`src/rtl/wt_cache_pkg.sv`:
```
// Shared types for the write-through L1 data cache and its memory-side bridge.
// Holds the request/return payload structs, the bridge state encoding and
// the bridge sizing defaults.
package wt_cache_pkg;

  // Request from the dcache towards memory
  typedef struct packed {
    logic [1:0]  rtype;
    logic [2:0]  size;
    logic [1:0]  tid;
    logic        nc;
    logic [31:0] paddr;
    logic [31:0] data;
  } dcache_req_t;

  // Return from memory towards the dcache
  typedef struct packed {
    logic [1:0]  rtype;
    logic [1:0]  tid;
    logic [31:0] data;
  } dcache_rtrn_t;

  // Flush drain state of the bridge
  typedef enum logic [1:0] {
    RUN,
    DRAIN,
    DONE
  } bridge_state_e;

  localparam int BRIDGE_FIFO_DEPTH_DEFAULT      = 4;
  localparam int BRIDGE_MAX_OUTSTANDING_DEFAULT = 8;

  // 32-bit increment that sticks at all-ones instead of wrapping
  function automatic logic [31:0] sat_inc32(input logic [31:0] value);
    return (value == 32'hFFFF_FFFF) ? value : value + 32'd1;
  endfunction

endpackage

```
`src/rtl/wt_dcache_req_fifo.sv`:
```
// Request FIFO between the dcache and the downstream adapter.
// Power-of-two depth, pointers wrap naturally, occupancy count exported.
// The head of an empty FIFO reads as all zeros.
module wt_dcache_req_fifo
  import wt_cache_pkg::*;
#(
  parameter int Depth = BRIDGE_FIFO_DEPTH_DEFAULT
) (
  input  logic                  clk,
  input  logic                  rst,
  input  logic                  push,
  input  logic                  pop,
  input  dcache_req_t           wdata,
  output dcache_req_t           rdata,
  output logic [$clog2(Depth):0] fcnt
);

  localparam int PtrW = $clog2(Depth);
  localparam logic [PtrW:0] FullCnt = (PtrW+1)'(Depth);

  dcache_req_t       storage [Depth];
  logic [PtrW-1:0]   wptr;
  logic [PtrW-1:0]   rptr;
  logic              push_ok;
  logic              pop_ok;

  assign push_ok = push && (fcnt != FullCnt);
  assign pop_ok  = pop && (fcnt != '0);

  // Pointers and occupancy; a push and pop together leave the count alone
  always_ff @(posedge clk or posedge rst) begin
    if (rst) begin
      wptr <= '0;
      rptr <= '0;
      fcnt <= '0;
    end else begin
      if (push_ok) begin
        wptr <= wptr + PtrW'(1);
      end
      if (pop_ok) begin
        rptr <= rptr + PtrW'(1);
      end
      case ({push_ok, pop_ok})
        2'b10:   fcnt <= fcnt + (PtrW+1)'(1);
        2'b01:   fcnt <= fcnt - (PtrW+1)'(1);
        default: fcnt <= fcnt;
      endcase
    end
  end

  // Payload storage; contents are don't-care once the pointers are reset
  always_ff @(posedge clk) begin
    if (push_ok) begin
      storage[wptr] <= wdata;
    end
  end

  assign rdata = (fcnt == '0) ? '0 : storage[rptr];

endmodule

```
`src/rtl/wt_dcache_mem_bridge.sv`:
```
// Decoupling bridge between the write-through dcache and the L1.5/NoC
// adapter: buffers requests, limits in-flight transactions with a credit
// counter, registers returns and implements the flush drain handshake.
// Optional perf counters are built when WT_DCACHE_BRIDGE_PERF_EN is defined;
// otherwise req_cnt_o and stall_cnt_o read zero.
module wt_dcache_mem_bridge
  import wt_cache_pkg::*;
#(
  parameter int FifoDepth      = BRIDGE_FIFO_DEPTH_DEFAULT,
  parameter int MaxOutstanding = BRIDGE_MAX_OUTSTANDING_DEFAULT
) (
  input  logic                      clk_i,
  input  logic                      rst_i,
  input  logic                      mem_data_req_i,
  output logic                      mem_data_ack_o,
  input  logic [$bits(dcache_req_t)-1:0]  mem_data_i,
  output logic                      mem_rtrn_vld_o,
  output logic [$bits(dcache_rtrn_t)-1:0] mem_rtrn_o,
  output logic                      req_valid_o,
  input  logic                      req_ready_i,
  output logic [$bits(dcache_req_t)-1:0]  req_o,
  input  logic                      rtrn_vld_i,
  input  logic [$bits(dcache_rtrn_t)-1:0] rtrn_i,
  input  logic                      flush_i,
  output logic                      drained_o,
  output logic                      err_o,
  output logic [31:0]               req_cnt_o,
  output logic [31:0]               stall_cnt_o
);

  localparam int FCntW = $clog2(FifoDepth) + 1;
  localparam int OCntW = $clog2(MaxOutstanding) + 1;
  localparam logic [FCntW-1:0] FifoFull = FCntW'(FifoDepth);
  localparam logic [OCntW-1:0] OcntMax  = OCntW'(MaxOutstanding);

  bridge_state_e     state;
  bridge_state_e     state_next;
  logic              drained_next;
  logic [FCntW-1:0]  fcnt;
  logic              fifo_full;
  logic              fifo_empty;
  logic [OCntW-1:0]  ocnt;
  logic              issue;
  logic              err;
  dcache_req_t       head;

  assign fifo_full  = (fcnt == FifoFull);
  assign fifo_empty = (fcnt == '0);

  // Accept only while running and not full on the registered count; the
  // reset term keeps the ack low while reset is held
  assign mem_data_ack_o = mem_data_req_i && !fifo_full && (state == RUN) && !rst_i;
  assign req_valid_o    = !fifo_empty && (ocnt < OcntMax);
  assign issue          = req_valid_o && req_ready_i;
  assign req_o          = head;
  assign err_o          = err;

  wt_dcache_req_fifo #(
    .Depth (FifoDepth)
  ) u_req_fifo (
    .clk   (clk_i),
    .rst   (rst_i),
    .push  (mem_data_ack_o),
    .pop   (issue),
    .wdata (dcache_req_t'(mem_data_i)),
    .rdata (head),
    .fcnt  (fcnt)
  );

  // Credit counter: issue adds, return removes, both together cancel; a
  // return with nothing outstanding flags the sticky error and never wraps
  always_ff @(posedge clk_i or posedge rst_i) begin
    if (rst_i) begin
      ocnt <= '0;
      err  <= 1'b0;
    end else begin
      if (rtrn_vld_i && (ocnt == '0)) begin
        err <= 1'b1;
      end
      if (issue && !rtrn_vld_i) begin
        ocnt <= ocnt + OCntW'(1);
      end else if (!issue && rtrn_vld_i && (ocnt != '0)) begin
        ocnt <= ocnt - OCntW'(1);
      end
    end
  end

  // Return register: valid follows the adapter one cycle later, payload is
  // captured only on a valid return
  always_ff @(posedge clk_i or posedge rst_i) begin
    if (rst_i) begin
      mem_rtrn_vld_o <= 1'b0;
      mem_rtrn_o     <= '0;
    end else begin
      mem_rtrn_vld_o <= rtrn_vld_i;
      if (rtrn_vld_i) begin
        mem_rtrn_o <= rtrn_i;
      end
    end
  end

  // Drain FSM next state; the drained pulse fires only on DRAIN -> DONE
  always_comb begin
    state_next   = state;
    drained_next = 1'b0;
    case (state)
      RUN: begin
        if (flush_i) begin
          state_next = DRAIN;
        end
      end
      DRAIN: begin
        if (!flush_i) begin
          state_next = RUN;
        end else if (fifo_empty && (ocnt == '0)) begin
          state_next   = DONE;
          drained_next = 1'b1;
        end
      end
      DONE: begin
        if (!flush_i) begin
          state_next = RUN;
        end
      end
      default: begin
        state_next = RUN;
      end
    endcase
  end

  // Drain FSM state register and registered drained pulse
  always_ff @(posedge clk_i or posedge rst_i) begin
    if (rst_i) begin
      state     <= RUN;
      drained_o <= 1'b0;
    end else begin
      state     <= state_next;
      drained_o <= drained_next;
    end
  end

`ifdef WT_DCACHE_BRIDGE_PERF_EN
  logic [31:0] req_cnt;
  logic [31:0] stall_cnt;

  // Saturating counts of issued requests and adapter backpressure cycles
  always_ff @(posedge clk_i or posedge rst_i) begin
    if (rst_i) begin
      req_cnt   <= '0;
      stall_cnt <= '0;
    end else begin
      if (issue) begin
        req_cnt <= sat_inc32(req_cnt);
      end
      if (req_valid_o && !req_ready_i) begin
        stall_cnt <= sat_inc32(stall_cnt);
      end
    end
  end

  assign req_cnt_o   = req_cnt;
  assign stall_cnt_o = stall_cnt;
`else
  assign req_cnt_o   = '0;
  assign stall_cnt_o = '0;
`endif

endmodule

```
`config.mk`:
```
export PLATFORM = sky130hd
export DESIGN_NAME = wt_dcache_mem_bridge
export DESIGN_NICKNAME = d
export VERILOG_FILES = /design/src/rtl/wt_cache_pkg.sv /design/src/rtl/wt_dcache_req_fifo.sv /design/src/rtl/wt_dcache_mem_bridge.sv
export SDC_FILE = /design/constraint.sdc
export NUM_CORES = 1
export LEC_CHECK = 0
export CAP_MARGIN = 30
export CELL_PAD_IN_SITES_DETAIL_PLACEMENT = 1
export CELL_PAD_IN_SITES_GLOBAL_PLACEMENT = 2
export CORE_ASPECT_RATIO = 1.5
export CORE_UTILIZATION = 30
export CTS_BUF_LIST = sky130_fd_sc_hd__clkbuf_8
export CTS_CLUSTER_DIAMETER = 150
export DETAILED_ROUTE_END_ITERATION = 16
export PLACE_DENSITY_LB_ADDON = 0.1
export SLEW_MARGIN = 40
export SYNTH_ARGS = -nofsm -noshare
export SYNTH_HDL_FRONTEND = slang
export SYNTH_SLANG_ARGS = --single-unit
```
`constraint.sdc`:
```
create_clock -name clk_i -period 4.53 [get_ports clk_i]
set_input_delay 0.906 -clock clk_i [delete_from_list [all_inputs] [get_ports clk_i]]
set_output_delay 0.906 -clock clk_i [all_outputs]
set_load 0.1 [all_outputs]
```
**Yosys cells after proc, flatten, opt, wreduce, memory -nomap -nowiden**

Memories as Yosys holds them, arrays and structs flattened.
Cells that the tools add are included.

- Flip-flop bits (word level): 52
- Bits in latches: 0
- Memory bits (writable): 288
- Bits in read-only memories: 0
- Bits of input ports: 114
- Output and inout port bits: 177
- Logic and storage cells: 65
- Memories kept: 1

- Add/sub/neg operators: 6
- $mul: 0
- Div/mod/pow operators: 0
- Order comparisons: 1
- Equal/unequal tests: 9
- Shift operators: 0
- Multiplexer cells: 14
- Bitwise gates (word level): 0
- Reductions and logical operators: 25

Memory list:

| memory | depth | bits a word | read ports | clocked after Yosys merged registers in | wr ports | line | source |
|---|---|---|---|---|---|---|---|
| u_req_fifo.storage | 4 | 72 | 1 | 0 | 1 | wt_dcache_req_fifo.sv:21 | `dcache_req_t storage [Depth];` |

Operator list:

| cell | count |
|---|---|
| 72-bit two-way mux | 1 |
| 1-bit logical AND | 12 |
| 2-bit two-way mux | 4 |
| 4-bit two-way mux | 2 |
| 3-bit != test (second input constant) | 2 |
| 2-bit case mux with 3 select lines | 1 |
| 3-bit case mux with 2 select lines | 1 |
| 1-bit logical NOT | 5 |
| 1-bit two-way mux | 5 |
| 2-bit by 1-bit adder with 2-bit output (second input constant) | 2 |
| 4-bit by 1-bit adder with 4-bit output (second input constant) | 1 |
| 2-bit by 1-bit equality test with 1-bit output (second input constant) | 2 |
| 2-bit equality test (second input constant) | 2 |
| 4-bit logical NOT | 1 |
| 4-bit less-than comparator (second input constant) | 1 |
| 2-bit != test (second input constant) | 2 |
| 2-bit nonzero test | 2 |
| 4-bit nonzero test | 1 |
| 4-bit by 1-bit subtractor with 4-bit output (second input constant) | 1 |
| 3-bit by 1-bit adder with 3-bit output (second input constant) | 1 |
| 3-bit equality test (second input constant) | 1 |
| 3-bit logical NOT | 1 |
| 3-bit AND reduction | 1 |
| 3-bit nonzero test | 1 |
| 2 further kinds | 2 |

**Longest topological paths before layout**

- Depth in word-level cells: 9
- Mapped depth: 9
- Gate-level depth less buffers: 9

**Hierarchy**

From an unflattened synthesis, not the netlist that was laid out.

- Cells, all modules: 686
- Area, all modules: 13648.1 um^2

By module, submodules not included:

| module | times used | cells each | area an instance (um^2) | seq. area each (um^2) |
|---|---|---|---|---|
| wt_dcache_req_fifo | 1 | 494 | 11288.3 | 8823.5 |
| wt_dcache_mem_bridge | 1 | 192 | 2359.8 | 1126.1 |

**Worst setup path before layout**

OpenSTA, ideal clock, no wires.

- Kind: input to register
- Start: input rst_i
- End: memory u_req_fifo.storage[0][0] (netlist bit) (enable)
- Library setup time: 0.438 ns
- Data arrival time: 3.938 ns
- Data required time: 4.092 ns
- Path slack: 0.154 ns
- Cell stages on the path: 3
- Path buffers: 0
- Cells stage by stage: or4b_1 > a31oi_4 > and2_1

- Word-level cells in the longest chain between the ends: 5

RTL lines:

| what | line | source |
|---|---|---|
| start, declared | wt_dcache_mem_bridge.sv:13 | `input logic rst_i,` |
| 1-bit logical NOT (no source line) | - |  |
| 1-bit logical AND | wt_dcache_mem_bridge.sv:52 | `assign mem_data_ack_o = mem_data_req_i && !fifo_full && (state == RUN) && !rst_i;` |
| via mem_data_ack_o | wt_dcache_mem_bridge.sv:15 | `output logic mem_data_ack_o,` |
| 1-bit logical AND | wt_dcache_req_fifo.sv:27 | `assign push_ok = push && (fcnt != FullCnt);` |
| 1-bit two-way mux | wt_dcache_req_fifo.sv:53 | `if (push_ok) begin` |
| 1-bit two-way mux (implied by the code) | wt_dcache_req_fifo.sv:54 | `storage[wptr] <= wdata;` |
| end, declared | wt_dcache_req_fifo.sv:21 |  |

The timed path passes the listed nets, and every way through them passes these cells.

**Final worst setup path**

- Start: register u_req_fifo.rptr[1]
- End: output req_o[3]

- Word-level cells in the longest chain between the ends: 2

RTL lines:

| what | line | source |
|---|---|---|
| start, declared | wt_dcache_req_fifo.sv:23 | `logic [PtrW-1:0] rptr;` |
| start signal, assigned | wt_dcache_req_fifo.sv:41 | `rptr <= rptr + PtrW'(1);` |
| memory read 4 x 72 bit | - |  |
| 72-bit two-way mux | wt_dcache_req_fifo.sv:58 | `assign rdata = (fcnt == '0) ? '0 : storage[rptr];` |
| end, declared | wt_dcache_mem_bridge.sv:21 | `output logic [$bits(dcache_req_t)-1:0] req_o,` |

Every way passes these cells.

==> results.sh <==
export IMPL_status="finished clean"
export IMPL_dpl_cell_area_um2=15900
export IMPL_final_common_cell="edfxtp_1"
export IMPL_worstHoldStart="err_o"
export IMPL_synth_area_um2=13600
export IMPL_syn_to_final_growth_pct=24.1
export IMPL_ys_seq_area_share_pct=73.2
export IMPL_layout_min_cycle_time_ns=3.78
export IMPL_wirelength_um=31000
export IMPL_clock_sinks=340
export IMPL_final_nets=1070
export IMPL_clk_pin_slew_ns=0.06
export IMPL_synth_seq_cells=340
export IMPL_rr_worst_depth=8
export IMPL_synthCells=685
export IMPL_dp_cells=1475
export IMPL_grt_max_degree=53
export IMPL_fmax_mhz=265
export IMPL_drv_cap=0
export IMPL_startpoint_type="flip-flop"
export IMPL_ys_types=38
export IMPL_setup_viol=0
export IMPL_final_cell_mix="edfxtp_1 (288), clkdlybuf4s50_1 (112), and2_1 (73)"
export IMPL_die_w_um=176
export IMPL_slowest_stage="dfrtp_4"
export IMPL_clock_skew_ns=0.00918
export IMPL_critical_path_arrival_ns=2.87
export IMPL_via_per_inst=4.41
export IMPL_hold_buffers=0
export IMPL_rows=95
export IMPL_design_area_um2=16900
export IMPL_first_global_vias=8107
export IMPL_max_stage_delay_ns=0.83
export IMPL_grt_pass1_wl_um=47800
export IMPL_finalHoldViolCount=0
export IMPL_max_clock_path_buffers=3
export IMPL_path_cells="buf_4, mux4_2, and2_1, buf_4"
export IMPL_hold_depth=1
export IMPL_rsz0062_at_grt="false"
export IMPL_ant_nets=0
export IMPL_drive_above_1_share_pct=31.4
export IMPL_numCtsBuffers=52
export IMPL_utilization_pct=37.6
export IMPL_initial_core_util_pct=30.3
export IMPL_globalRoute_totalOverflow=0
export IMPL_crit_buf_inv=2
export IMPL_path_class="reg -> out"
export IMPL_rrSetupSlack_ns=2.06
export IMPL_hpwlAfterDp_um=19300
export IMPL_drc=0
export IMPL_post_cts_resized=0
export IMPL_die_h_um=263
export IMPL_maxSlewHeadroom_pct=54.4
export IMPL_boundaryPins=291
export IMPL_syn_avg_cell_area_um2=19.8
export IMPL_reg2reg_to="u_req_fifo.fcnt[2]"
export IMPL_insertion_delay_ns=0.58
export IMPL_port_buffers=226
export IMPL_worst_pin_slew_ns=0.685
export IMPL_endpoint_kind="output port"
export IMPL_reg2reg_from="u_req_fifo.fcnt[2]"
export IMPL_vias=6936
export IMPL_wire_per_inst_um=19.7
export IMPL_cts_htree_levels=2
export IMPL_antenna_found_initial=4
export IMPL_finalCritPeriodShare_pct=83.4
export IMPL_setup_tns_final_ns=0
export IMPL_cts_tree="yes"
export IMPL_post_cts_buffers=0
export IMPL_cp_common_cell="buf_4"
export IMPL_core_area_um2=44800
export IMPL_finalNonFillerCells=1574
export IMPL_place_gp_congestion=0.671
export IMPL_die_area_um2=46200
export IMPL_clockRootBuffer="clkbuf_8"
export IMPL_holdPathEnd="err_o"
export IMPL_drt_iter0_markers=275
export IMPL_cp_top_family="buffers and inverters"
export IMPL_required_ns=3.62
export IMPL_gr_usage_all_layers_pct=13.7
export IMPL_min_path_type="reg -> reg"
export IMPL_cp_max_fo=39
export IMPL_maxSlewViolCount=0
export IMPL_ys_warnings_count=0
export IMPL_first_pass_iters=4
==> area by class of cell <==
type / count / area (um^2)
Fill cell: 4504 / 27900
Sequential cell: 340 / 9960
Multi-Input combinational cell: 305 / 3240
Timing Repair Buffer: 239 / 1970
Clock buffer: 54 / 743
Tap cell: 582 / 728
Clock inverter: 43 / 181
Inverter: 9 / 36.3
Antenna cell: 2 / 5.00
==> sequential cells by signal, summed over array words and instances (netlist names) <==
register            cells
u_req_fifo.rptr         2
u_req_fifo.storage    288
ocnt                    4
mem_rtrn_vld_o          1
mem_rtrn_o             36
err_o                   1
u_req_fifo.wptr         2
drained_o               1
u_req_fifo.fcnt         3
state                   2
==> per-layer routing <==
metal,track usage [%],up-vias,wire [um]
li1,-,3052,-
met1,14.2,3565,11200
met2,25.7,254,16800
met3,4.30,59,2210
met4,4.39,6,691
met5,0,-,39
==> synthesized netlist by cell type, drive strengths merged <==
| library cell | instances | share of area [%] |
|---|---|---|
| a21oi | 4 | 0.15 |
| a221oi | 1 | 0.11 |
| fa | 2 | 0.29 |
| edfxtp | 288 | 64 |
| nand2b | 2 | 0.092 |
| nand2 | 5 | 0.14 |
| dfrtp | 52 | 9.6 |
| ha | 7 | 0.64 |
| or4b | 1 | 0.074 |
| nor2 | 3 | 0.083 |
| inv | 9 | 0.25 |
| mux2 | 36 | 3.0 |
| clkbuf | 15 | 0.41 |
| or3 | 1 | 0.083 |
| buf | 79 | 4.1 |
| conb | 1 | 0.028 |
| o211ai | 1 | 0.055 |
| o21ai | 2 | 0.074 |
| nand3b | 1 | 0.055 |
| and2 | 77 | 3.5 |
| nor3 | 2 | 0.11 |
| a2111oi | 1 | 0.064 |
| xnor2 | 4 | 0.26 |
| nand3 | 3 | 0.11 |
| mux4 | 72 | 12 |
| a31oi | 2 | 0.20 |
| a21o | 2 | 0.11 |
| mux2i | 4 | 0.29 |
| and3 | 1 | 0.083 |
| nor4 | 1 | 0.092 |
| a21boi | 1 | 0.055 |
| a2bb2oi | 1 | 0.064 |
| xor2 | 4 | 0.26 |
==> kinds of logic (layout without fill, tap and decap cells) <==
family / Yosys count / in the layout / share of synthesized area, %
multiplexers: 112 / 112 / 15.2
buffers and inverters: 103 / 345 / 4.78
adder cells (fa/ha/maj): 9 / 9 / 0.939
XOR/XNOR: 8 / 8 / 0.515
other: 1 / 66 / 0.0276
flip-flops: 340 / 340 / 73.2
AND/OR/NAND/NOR: 97 / 97 / 4.46
AO/OA/AOI/OAI: 15 / 15 / 0.884
==> how the worst max path moves through the flow <==
| stage | start | to | slack, ns | cells after the start |
|---|---|---|---|---|
| floorplan | rst_i | u_req_fifo.storage[0][0] | 0.15 | 3 |
| global placement | u_req_fifo.rptr[0] | req_o[52] | 0.97 | 3 |
| detailed placement | rst_i | mem_data_ack_o | 1.01 | 4 |
| CTS | u_req_fifo.rptr[0] | req_o[3] | 0.62 | 4 |
| global route | u_req_fifo.rptr[0] | req_o[0] | 0.56 | 4 |
| finish | u_req_fifo.rptr[1] | req_o[3] | 0.75 | 4 |
==> through the flow <==
step	setup WS, ns	hold slack (ns)
5_1_grt	0.562	0.485
3_3_place_gp	0.969	0.451
4_1_cts	0.616	0.457
6_report	0.752	0.451
3_5_place_dp	1.01	0.442
2_1_floorplan	0.154	0.465
Power is not shown: default switching activity piles up to over one toggle a cycle in this logic, so the estimate is an artifact.
